$ cat config.mk
export PLATFORM = sky130hd
export DESIGN_NAME = uart_tx_ctrl
export DESIGN_NICKNAME = d
export VERILOG_FILES = /design/src/rtl/uart_tx_ctrl.sv
export SDC_FILE = /design/constraint.sdc
export NUM_CORES = 1
export LEC_CHECK = 0
export BUFFER_PORTS_ARGS = -buffer_cell sky130_fd_sc_hd__buf_2
export CORE_ASPECT_RATIO = 1.25
export CORE_UTILIZATION = 50
export CTS_CLUSTER_SIZE = 24
export DETAILED_ROUTE_END_ITERATION = 7
export PLACE_DENSITY = 0.69
export SLEW_MARGIN = 20
export SYNTH_ARGS = -nofsm -noshare
export SYNTH_HDL_FRONTEND = slang
export SYNTH_SLANG_ARGS = --single-unit
export TNS_END_PERCENT = 50
$ cat constraint.sdc
create_clock -name clk -period 11.7 [get_ports clk]
set_input_delay 0 -clock clk [delete_from_list [all_inputs] [get_ports clk]]
set_output_delay 0 -clock clk [all_outputs]
set_load 0.005 [all_outputs]
$ cat src/rtl/uart_tx_ctrl.sv
// UART transmit sequencer: builds the 11-bit serial frame and paces the
// load/shift strobes of the external transmit shift register at the
// programmed baud divisor.
module uart_tx_ctrl #(
  parameter int unsigned BAUD_W = 20
) (
  input  logic              clk,
  input  logic              reset,
  input  logic              tx_start,
  input  logic [7:0]        tx_data,
  input  logic              eight,
  input  logic              pen,
  input  logic              ohel,
  input  logic [BAUD_W-1:0] baud_k,
  output logic              ld,
  output logic              sh,
  output logic [10:0]       frame,
  output logic              tx_rdy,
  output logic              done
);

  localparam int unsigned FRAME_W  = 11;
  localparam int unsigned BITCNT_W = 4;
  localparam logic [BITCNT_W-1:0] LAST_BIT = BITCNT_W'(FRAME_W - 1);

  typedef enum logic [1:0] {
    IDLE  = 2'd0,
    LOAD  = 2'd1,
    SHIFT = 2'd2
  } state_t;

  state_t                state_q, state_d;
  logic [BAUD_W-1:0]     k_q, k_d;
  logic [BAUD_W-1:0]     cnt_q, cnt_d;
  logic [BITCNT_W-1:0]   bit_q, bit_d;
  logic [FRAME_W-1:0]    frame_d;
  logic                  ld_d, sh_d, done_d, rdy_d;
  logic                  wrap;

  // Frame word, LSB first: start, data, optional parity, stop fill of ones
  function automatic logic [FRAME_W-1:0] build_frame(
    input logic [7:0] d,
    input logic       e,
    input logic       p,
    input logic       odd
  );
    logic par8, par7;
    par8 = (^d) ^ odd;
    par7 = (^d[6:0]) ^ odd;
    case ({e, p})
      2'b11:   build_frame = {1'b1, par8, d, 1'b0};
      2'b10:   build_frame = {2'b11, d, 1'b0};
      2'b01:   build_frame = {2'b11, par7, d[6:0], 1'b0};
      default: build_frame = {3'b111, d[6:0], 1'b0};
    endcase
  endfunction

  // Next-state, counters, and lookahead of the registered outputs
  always_comb begin
    state_d = state_q;
    k_d     = k_q;
    cnt_d   = cnt_q;
    bit_d   = bit_q;
    frame_d = frame;
    wrap    = (cnt_q == (k_q - BAUD_W'(1)));

    case (state_q)
      IDLE: begin
        if (tx_start) begin
          frame_d = build_frame(tx_data, eight, pen, ohel);
          k_d     = (baud_k == '0) ? BAUD_W'(1) : baud_k;
          state_d = LOAD;
        end
      end
      LOAD: begin
        cnt_d   = '0;
        bit_d   = '0;
        state_d = SHIFT;
      end
      SHIFT: begin
        if (wrap) begin
          cnt_d = '0;
          bit_d = bit_q + BITCNT_W'(1);
          if (bit_q == LAST_BIT) begin
            state_d = IDLE;
          end
        end else begin
          cnt_d = cnt_q + BAUD_W'(1);
        end
      end
      default: state_d = IDLE;
    endcase

    // Outputs describe the cycle being entered, so they can be registered
    ld_d   = (state_d == LOAD);
    rdy_d  = (state_d == IDLE);
    sh_d   = (state_d == SHIFT) && (cnt_d == (k_d - BAUD_W'(1)));
    done_d = sh_d && (bit_d == LAST_BIT);
  end

  // State register
  always_ff @(posedge clk or negedge reset) begin
    if (!reset) begin
      state_q <= IDLE;
    end else begin
      state_q <= state_d;
    end
  end

  // Counters, latched divisor and registered outputs
  always_ff @(posedge clk or negedge reset) begin
    if (!reset) begin
      k_q    <= BAUD_W'(1);
      cnt_q  <= '0;
      bit_q  <= '0;
      frame  <= '1;
      ld     <= 1'b0;
      sh     <= 1'b0;
      done   <= 1'b0;
      tx_rdy <= 1'b1;
    end else begin
      k_q    <= k_d;
      cnt_q  <= cnt_d;
      bit_q  <= bit_d;
      frame  <= frame_d;
      ld     <= ld_d;
      sh     <= sh_d;
      done   <= done_d;
      tx_rdy <= rdy_d;
    end
  end

endmodule

==> flow_summary_export.csv, run 1 <==
group,metric,value,unit
logic_synthesis,synth_flop_cell,"dfrtp_1",
logic_synthesis,ys_seq_area_share,31.9,%
sta,finalMaxSlewViolations,0,
worst_setup_path,cp-start-kind,"register",
final_layout,diodes,0,
sta,finalHoldViolations,0,
global_route,grt_first_pass_wirelength,22.0,mm
clocking,cts_buffers,9,
final_layout,multiInputGateArea,3010,um^2
worst_setup_path,worstPathCellList,"inv_1 -> ha_1 -> and2_1 -> buf_4 -> nand2_1 -> a21boi_0 -> ha_1 -> and4b_1 -> a32oi_1 -> or4b_1 -> nor2_2 -> xnor2_1 -> or3b_1 -> or3b_2 -> mux2i_1 -> o2111ai_1 -> nor4_2",
final_layout,stdcell_count,749,
sta,fin_crit_sh,39.1,%
placement,placed_cells,717,
global_route,antenna_found_initial,0,
die,die_y,111,um
logic_synthesis,synth-edff-count,0,
sta,finalSetupTns,0,ps
logic_synthesis,synthCells,570,
clocking,cts_resized,0,
logic_synthesis,ys_ff_latch,60,
final_layout,finalNetCount,668,
die,dieArea,9910,um^2
final_layout,fillerInstances,850,
drt,drt-initial-drc-count,257,
clocking,htreeDepth,3,
clocking,post_cts_buffers,0,
drt,vias_per_cell,6.07,
logic_synthesis,synth_top_area_cell,"dfrtp_1",
die,std_cell_rows,39,
sta,setup_ws,7130,ps
outcome,status,"completed",
placement,hpwlAfterDp,10.1,mm
sta,period_minus_slack,4570,ps
drt,firstDrtPassIters,5,
sta,finalClockSkew,3.49,ps
die,ios,49,
sta,timing.hold.ws,13.2,ps
worst_setup_path,slowest_stage,"or4b_1",
logic_synthesis,synth.area.top_cells,"dfrtp_1 (25%), xnor2_1 (9.2%), dfstp_2 (6.6%)",
global_route,grt.total_usage,29.8,%
logic_synthesis,syn_area,4760,um^2
die,start_util,51.9,%
clocking,root_buffer,"clkbuf_16",
worst_setup_path,cp.buffers_inverters,2,
power_and_ir_drop,vdd_drop_max,0.000130,V
final_layout,area_growth,16.6,%
worst_setup_path,cp.arrival,4810,ps
worst_setup_path,critPathKind,"reg -> reg",
clocking,cts_tree,"built",
placement,post-place-ws,7250,ps
logic_synthesis,syn-num-nets,617,
clocking,clock_path_buffers,2,
final_layout,seqCellArea,1520,um^2
clocking,insertion_delay,330,ps
worst_setup_path,critical-path-top-delay-family,"simple AND/OR/NAND/NOR gates",
drt,post_drt_wl_per_cell,18.3,um
global_route,grt_pass1_vias,4500,
logic_synthesis,avgSynthCellArea,8.35,um^2
flow_run,max_cap_viol_count,0,
drt,routed_wl,13.7,mm
worst_setup_path,max_stage_delay,690,ps
worst_setup_path,end_kind,"register",
worst_setup_path,path_common_cell,"ha_1",
logic_synthesis,synth.distinct_cells,72,
global_route,overflow,0,
clocking,holdBufCountCts,16,
final_layout,drive_above_1_share,14.4,%
worst_setup_path,cp_max_fo,30,
logic_synthesis,synth_most_common_cell,"nand2_1",
logic_synthesis,async_flop_share,100,%
sta,rsz0062_at_grt,"no",
placement,io_buffers,47,
placement,gp_congestion,0.932,
global_route,grt_max_degree,61,
drt,num_vias,4546,
logic_synthesis,synth_top_area_share,25.2,%
worst_setup_path,required,11930,ps
logic_synthesis,yosys-top-cells-count,"nand2_1 (72), nor2_1 (59), xnor2_1 (50)",
sta,tightestPinTransition,933,ps
sta,relSlewSlack,37.6,%
sta,fmax,219,MHz
worst_hold_path,hp-class,"in -> reg",
power_and_ir_drop,p_leak,2.38,nW
power_and_ir_drop,powerDensity,234,nW/um^2
logic_synthesis,yosys_warnings,0,
die,die_w,89.3,um
sta,setup_viol,0,
drt,drc,0,
clocking,cts.clk_slew.worst_paths,50,ps
clocking,cts_sinks,60,
drt,antenna_left,0,
die,coreArea,9170,um^2
## flip-flops by register name (all words and copies together) (netlist names)
name,cells
frame,10
state_q,2
tx_rdy,1
k_q,20
done,1
ld,1
sh,1
cnt_q,20
bit_q,4
## power by group
part           leakage [nW]  switching (mW)  internal (mW)
Sequential            0.756          0.0842          0.278
Combinational          1.46           0.385          0.241
Clock                 0.173          0.0925          0.219
## layer usage
layer	routed length (um)	share of wire, %	track usage [%]	up-vias
met5	0	0	0	-
met4	713	5.2	16.6	0
met3	639	4.7	5.81	54
met2	6640	49	48.1	170
met1	5680	42	36.4	2196
li1	-	-	-	2126
## layout make-up
type                    count  share of cell area [%]
clock buffers              12                    4.62
clock inverters             4                    1.71
inverters                  28                    1.89
multi-input cells         456                    54.1
flip-flops and latches     60                    27.3
well taps                 123                    2.77
repair buffers             66                    7.53
## cells by family after synthesis
family | after synthesis | synth area share [%]
multiplexers | 20 | 4.26
XOR/XNOR | 75 | 13.8
flip-flops | 60 | 31.9
AND/OR/NAND/NOR | 256 | 27.8
buffers and inverters | 54 | 4.97
AO/OA/AOI/OAI | 91 | 13.8
adder cells (fa/ha/maj) | 13 | 3.42
other | 1 | 0.0788
## stage by stage
| stage | power (mW) | area [um^2] | util (%) |
|---|---|---|---|
| 3_5_place_dp | 0.974 | 5040 | 54.9 |
| 2_1_floorplan | 0.814 | 4760 | - |
| 3_3_place_gp | 0.957 | 5040 | 54.9 |
| 4_1_cts | 1.30 | 5550 | 60.5 |
| 6_report | 1.30 | 5550 | 60.5 |
| 5_1_grt | 1.38 | 5550 | 60.5 |
## cells in the final DEF, fill, tap and decap left out, drive strengths merged, types with 3 or more instances in the layout
cell type / synthesis / final
a2111oi: 3 / 3
a211o: 3 / 3
a211oi: 5 / 5
a21oi: 15 / 15
a22oi: 3 / 3
a31oi: 6 / 6
a32oi: 5 / 5
and2: 9 / 9
and3: 6 / 6
buf: 11 / 50
bufinv: 0 / 3
clkbuf: 15 / 12
dfrtp: 48 / 48
dfstp: 12 / 12
dlygate4sd3: 0 / 16
ha: 13 / 13
inv: 27 / 27
mux2i: 18 / 18
nand2: 72 / 72
nand2b: 4 / 4
nand3: 19 / 19
nand4: 16 / 16
nor2: 60 / 60
nor2b: 7 / 7
nor3: 24 / 24
nor3b: 4 / 4
nor4: 13 / 13
nor4b: 3 / 3
o2111ai: 3 / 3
o211ai: 3 / 3
o21a: 7 / 7
o21ai: 13 / 13
o22ai: 3 / 3
o31ai: 6 / 6
or3: 6 / 6
xnor2: 50 / 50
xor2: 25 / 25
## worst min-delay path: stages
cell	delay (ps)
buf_2	120
mux2i_1	100
inv_1	90
## final timing paths
path                       startpoint       end  slack, ps  cells after the start
max                        state_q[0]      done       7130                     17
min in group asynchronous       reset  cnt_q[2]        380                      3
min reg2reg                  frame[3]  frame[3]        450                      2
max in group asynchronous       reset    k_q[6]      10820                      3
min                         baud_k[3]    k_q[3]         10                      3
max reg2reg                state_q[0]      done       7130                     17
Note: power is estimated with default switching activity, not from simulation.
==> run 2, diff against run 1 <==
--- a/config.mk
+++ b/config.mk
@@ -5,6 +5,7 @@
 export SDC_FILE = /design/constraint.sdc
 export NUM_CORES = 1
 export LEC_CHECK = 0
+export ABC_AREA = 1
 export BUFFER_PORTS_ARGS = -buffer_cell sky130_fd_sc_hd__buf_2
 export CORE_ASPECT_RATIO = 1.25
 export CORE_UTILIZATION = 50
==> constraint.sdc (replaced) <==
create_clock -name clk -period 4.7 [get_ports clk]
set_input_delay 0 -clock clk [delete_from_list [all_inputs] [get_ports clk]]
set_output_delay 0 -clock clk [all_outputs]
set_load 0.005 [all_outputs]
==> run 2 against run 1 <==
Global-route usage increased by 1.5 points; synthesized cell count increased by 46%; combinational power decreased by 91%; worst hold slack got worse by 3.6 ps; maximum frequency increased by 21%; clock skew increased by 3.6 ps; routed wire length increased by 20%; critical path depth increased by 3; utilization decreased by 2.1 points; critical path type unchanged.
==> flow_summary_export.csv, run 2 <==
group,metric,value,unit
global_route,antenna_found_initial,0,
logic_synthesis,synth_flop_cell,"dfrtp_1",
clocking,insertion_delay,340,ps
sta,timing.hold.ws,9.57,ps
die,ios,49,
clocking,cts.clk_slew.worst_paths,60,ps
global_route,grt_max_degree,61,
power_and_ir_drop,powerDensity,209,nW/um^2
placement,hpwlAfterDp,12.9,mm
final_layout,final_common_cell,"nand2_1",
logic_synthesis,avgSynthCellArea,6.35,um^2
sta,setup_viol,0,
final_layout,top_regs,"cnt_q (20), k_q (20), frame (10)",
die,die_w,94.0,um
drt,drc,0,
final_layout,drive_above_1_share,14.6,%
logic_synthesis,synth_most_common_cell,"nand2_1",
power_and_ir_drop,vdd_drop_max,0.000174,V
die,std_cell_rows,41,
logic_synthesis,yosys_warnings,0,
worst_setup_path,required,4970,ps
die,dieArea,11000,um^2
final_layout,diodes,0,
drt,drt-initial-drc-count,372,
placement,gp_congestion,1.01,
clocking,holdBufCountCts,9,
logic_synthesis,async_flop_share,100,%
global_route,grt_first_pass_wirelength,25.4,mm
worst_hold_path,hp-class,"in -> reg",
worst_setup_path,cp-start-kind,"register",
logic_synthesis,synth-edff-count,0,
sta,finalHoldViolations,0,
logic_synthesis,synth_top_area_share,22.7,%
worst_setup_path,r2r_slack,940,ps
logic_synthesis,syn-num-nets,880,
worst_hold_path,hp-start,"baud_k[19]",
worst_setup_path,r2r-start,"state_q[0]",
worst_hold_path,hold_end,"k_q[19]",
clocking,post_cts_buffers,0,
worst_setup_path,r2r_cells,20,
outcome,status,"completed",
worst_setup_path,cp.arrival,4030,ps
worst_setup_path,end_kind,"register",
clocking,cts_buffers,9,
worst_setup_path,cp_max_fo,26,
die,coreArea,10200,um^2
placement,io_buffers,47,
sta,rsz0062_at_grt,"no",
logic_synthesis,yosys-top-cells-count,"nand2_1 (262), inv_1 (124), nor2_1 (92)",
drt,firstDrtPassIters,5,
logic_synthesis,ys_seq_area_share,28.7,%
sta,finalMaxSlewViolations,0,
logic_synthesis,synth.distinct_cells,45,
final_layout,area_growth,12.8,%
clocking,htreeDepth,3,
sta,finalSetupTns,0,ps
final_layout,finalNetCount,928,
global_route,grt_pass1_vias,5066,
logic_synthesis,synthCells,833,
sta,fmax,266,MHz
clocking,cts_tree,"built",
global_route,grt.total_usage,31.2,%
logic_synthesis,ys_ff_latch,60,
power_and_ir_drop,p_leak,3.38,nW
drt,post_drt_wl_per_cell,16.1,um
final_layout,final_cell_mix,"nand2_1 (262), inv_1 (124), nor2_1 (92)",
sta,relSlewSlack,48.4,%
clocking,cts_resized,0,
drt,routed_wl,16.4,mm
die,start_util,51.8,%
drt,vias_per_cell,5.34,
drt,antenna_left,0,
logic_synthesis,synth.area.top_cells,"dfrtp_1 (23%), nand2_1 (19%), inv_1 (8.8%)",
worst_setup_path,critPathKind,"reg -> reg",
flow_run,max_cap_viol_count,0,
clocking,root_buffer,"clkbuf_16",
drt,num_vias,5424,
global_route,overflow,0,
logic_synthesis,synth_top_area_cell,"dfrtp_1",
die,die_y,117,um
logic_synthesis,syn_area,5290,um^2
sta,finalClockSkew,7.10,ps
worst_setup_path,r2r_end,"done",
worst_hold_path,min_path_cells,3,
clocking,clock_path_buffers,2,
clocking,cts_sinks,60,
sta,period_minus_slack,3760,ps
sta,fin_crit_sh,80.1,%
sta,tightestPinTransition,774,ps
-- run 2: per-stage QoR --
stage | std cells | instance area, um^2 | power (mW) | setup WS (ps) | util (%)
final | 1015 | 5960 | 1.25 | 936 | 58.4
after CTS | 1015 | 5960 | 1.26 | 926 | 58.4
after global placement | 990 | 5570 | 0.578 | 1170 | 54.6
after floorplan | 833 | 5290 | 0.547 | 1580 | -
after global routing | 1015 | 5960 | 1.28 | 559 | 58.4
after detailed placement | 990 | 5570 | 0.579 | 943 | 54.6
-- run 2: worst max-delay path, stage by stage, from the launching register on --
cell     delay (ps)
dfrtp_1         420
inv_1           100
ha_1            200
nand2_2         300
inv_2           310
nand3_1         110
nand2_1         350
ha_1            270
inv_1            60
nor3_2          210
nand2_1         150
nor2_2          170
nand2_1         110
nor2_1          120
xor2_1          210
nor2_1           70
nor2_1          100
nand3_1          80
nor2_1          110
nand3_1         120
nor2_1          100
-- run 2: logic make-up (layout without fill, tap and decap cells) --
family          after synthesis  after routing  share of synthesized area, %
compound gates               64             64                          7.05
simple gates                502            502                          42.9
xor+xnor                     37             37                          6.13
buf+inv                     156            209                          12.1
flops                        60             60                          28.7
fa+ha+maj                    13             13                          3.08
other cells                   1              1                        0.0709
-- run 2: cell type report --
type,instances,area [um^2]
Sequential cell,60,1520
Tap cell,129,161
Timing Repair Buffer,59,348
Inverter,134,503
Clock inverter,7,76.3
Fill cell,996,4250
Clock buffer,9,225
Multi-Input combinational cell,617,3130
-- run 2: where the power goes --
part | switching [mW] | leakage [nW] | internal [mW]
Sequential | 0 | 0.770 | 0.517
Clock | 0.260 | 0.142 | 0.412
Combinational | 0.0330 | 2.47 | 0.0251
-- run 2: routing by layer --
layer / global-route usage (%) / wire (um) / up-vias
li1: - / - / 2705
met1: 37.4 / 6750 / 2486
met2: 53.5 / 7860 / 192
met3: 3.68 / 928 / 41
met4: 19.4 / 834 / 0
met5: 0 / 0 / -
-- run 2: worst max-delay path by stage --
stage | from | end | slack (ps) | depth (start not counted)
floorplan | state_q[0] | done | 1580 | 22
global placement | state_q[0] | done | 1170 | 20
detailed placement | state_q[0] | done | 940 | 20
CTS | state_q[0] | done | 930 | 20
global route | state_q[0] | done | 560 | 20
finish | state_q[0] | done | 940 | 20
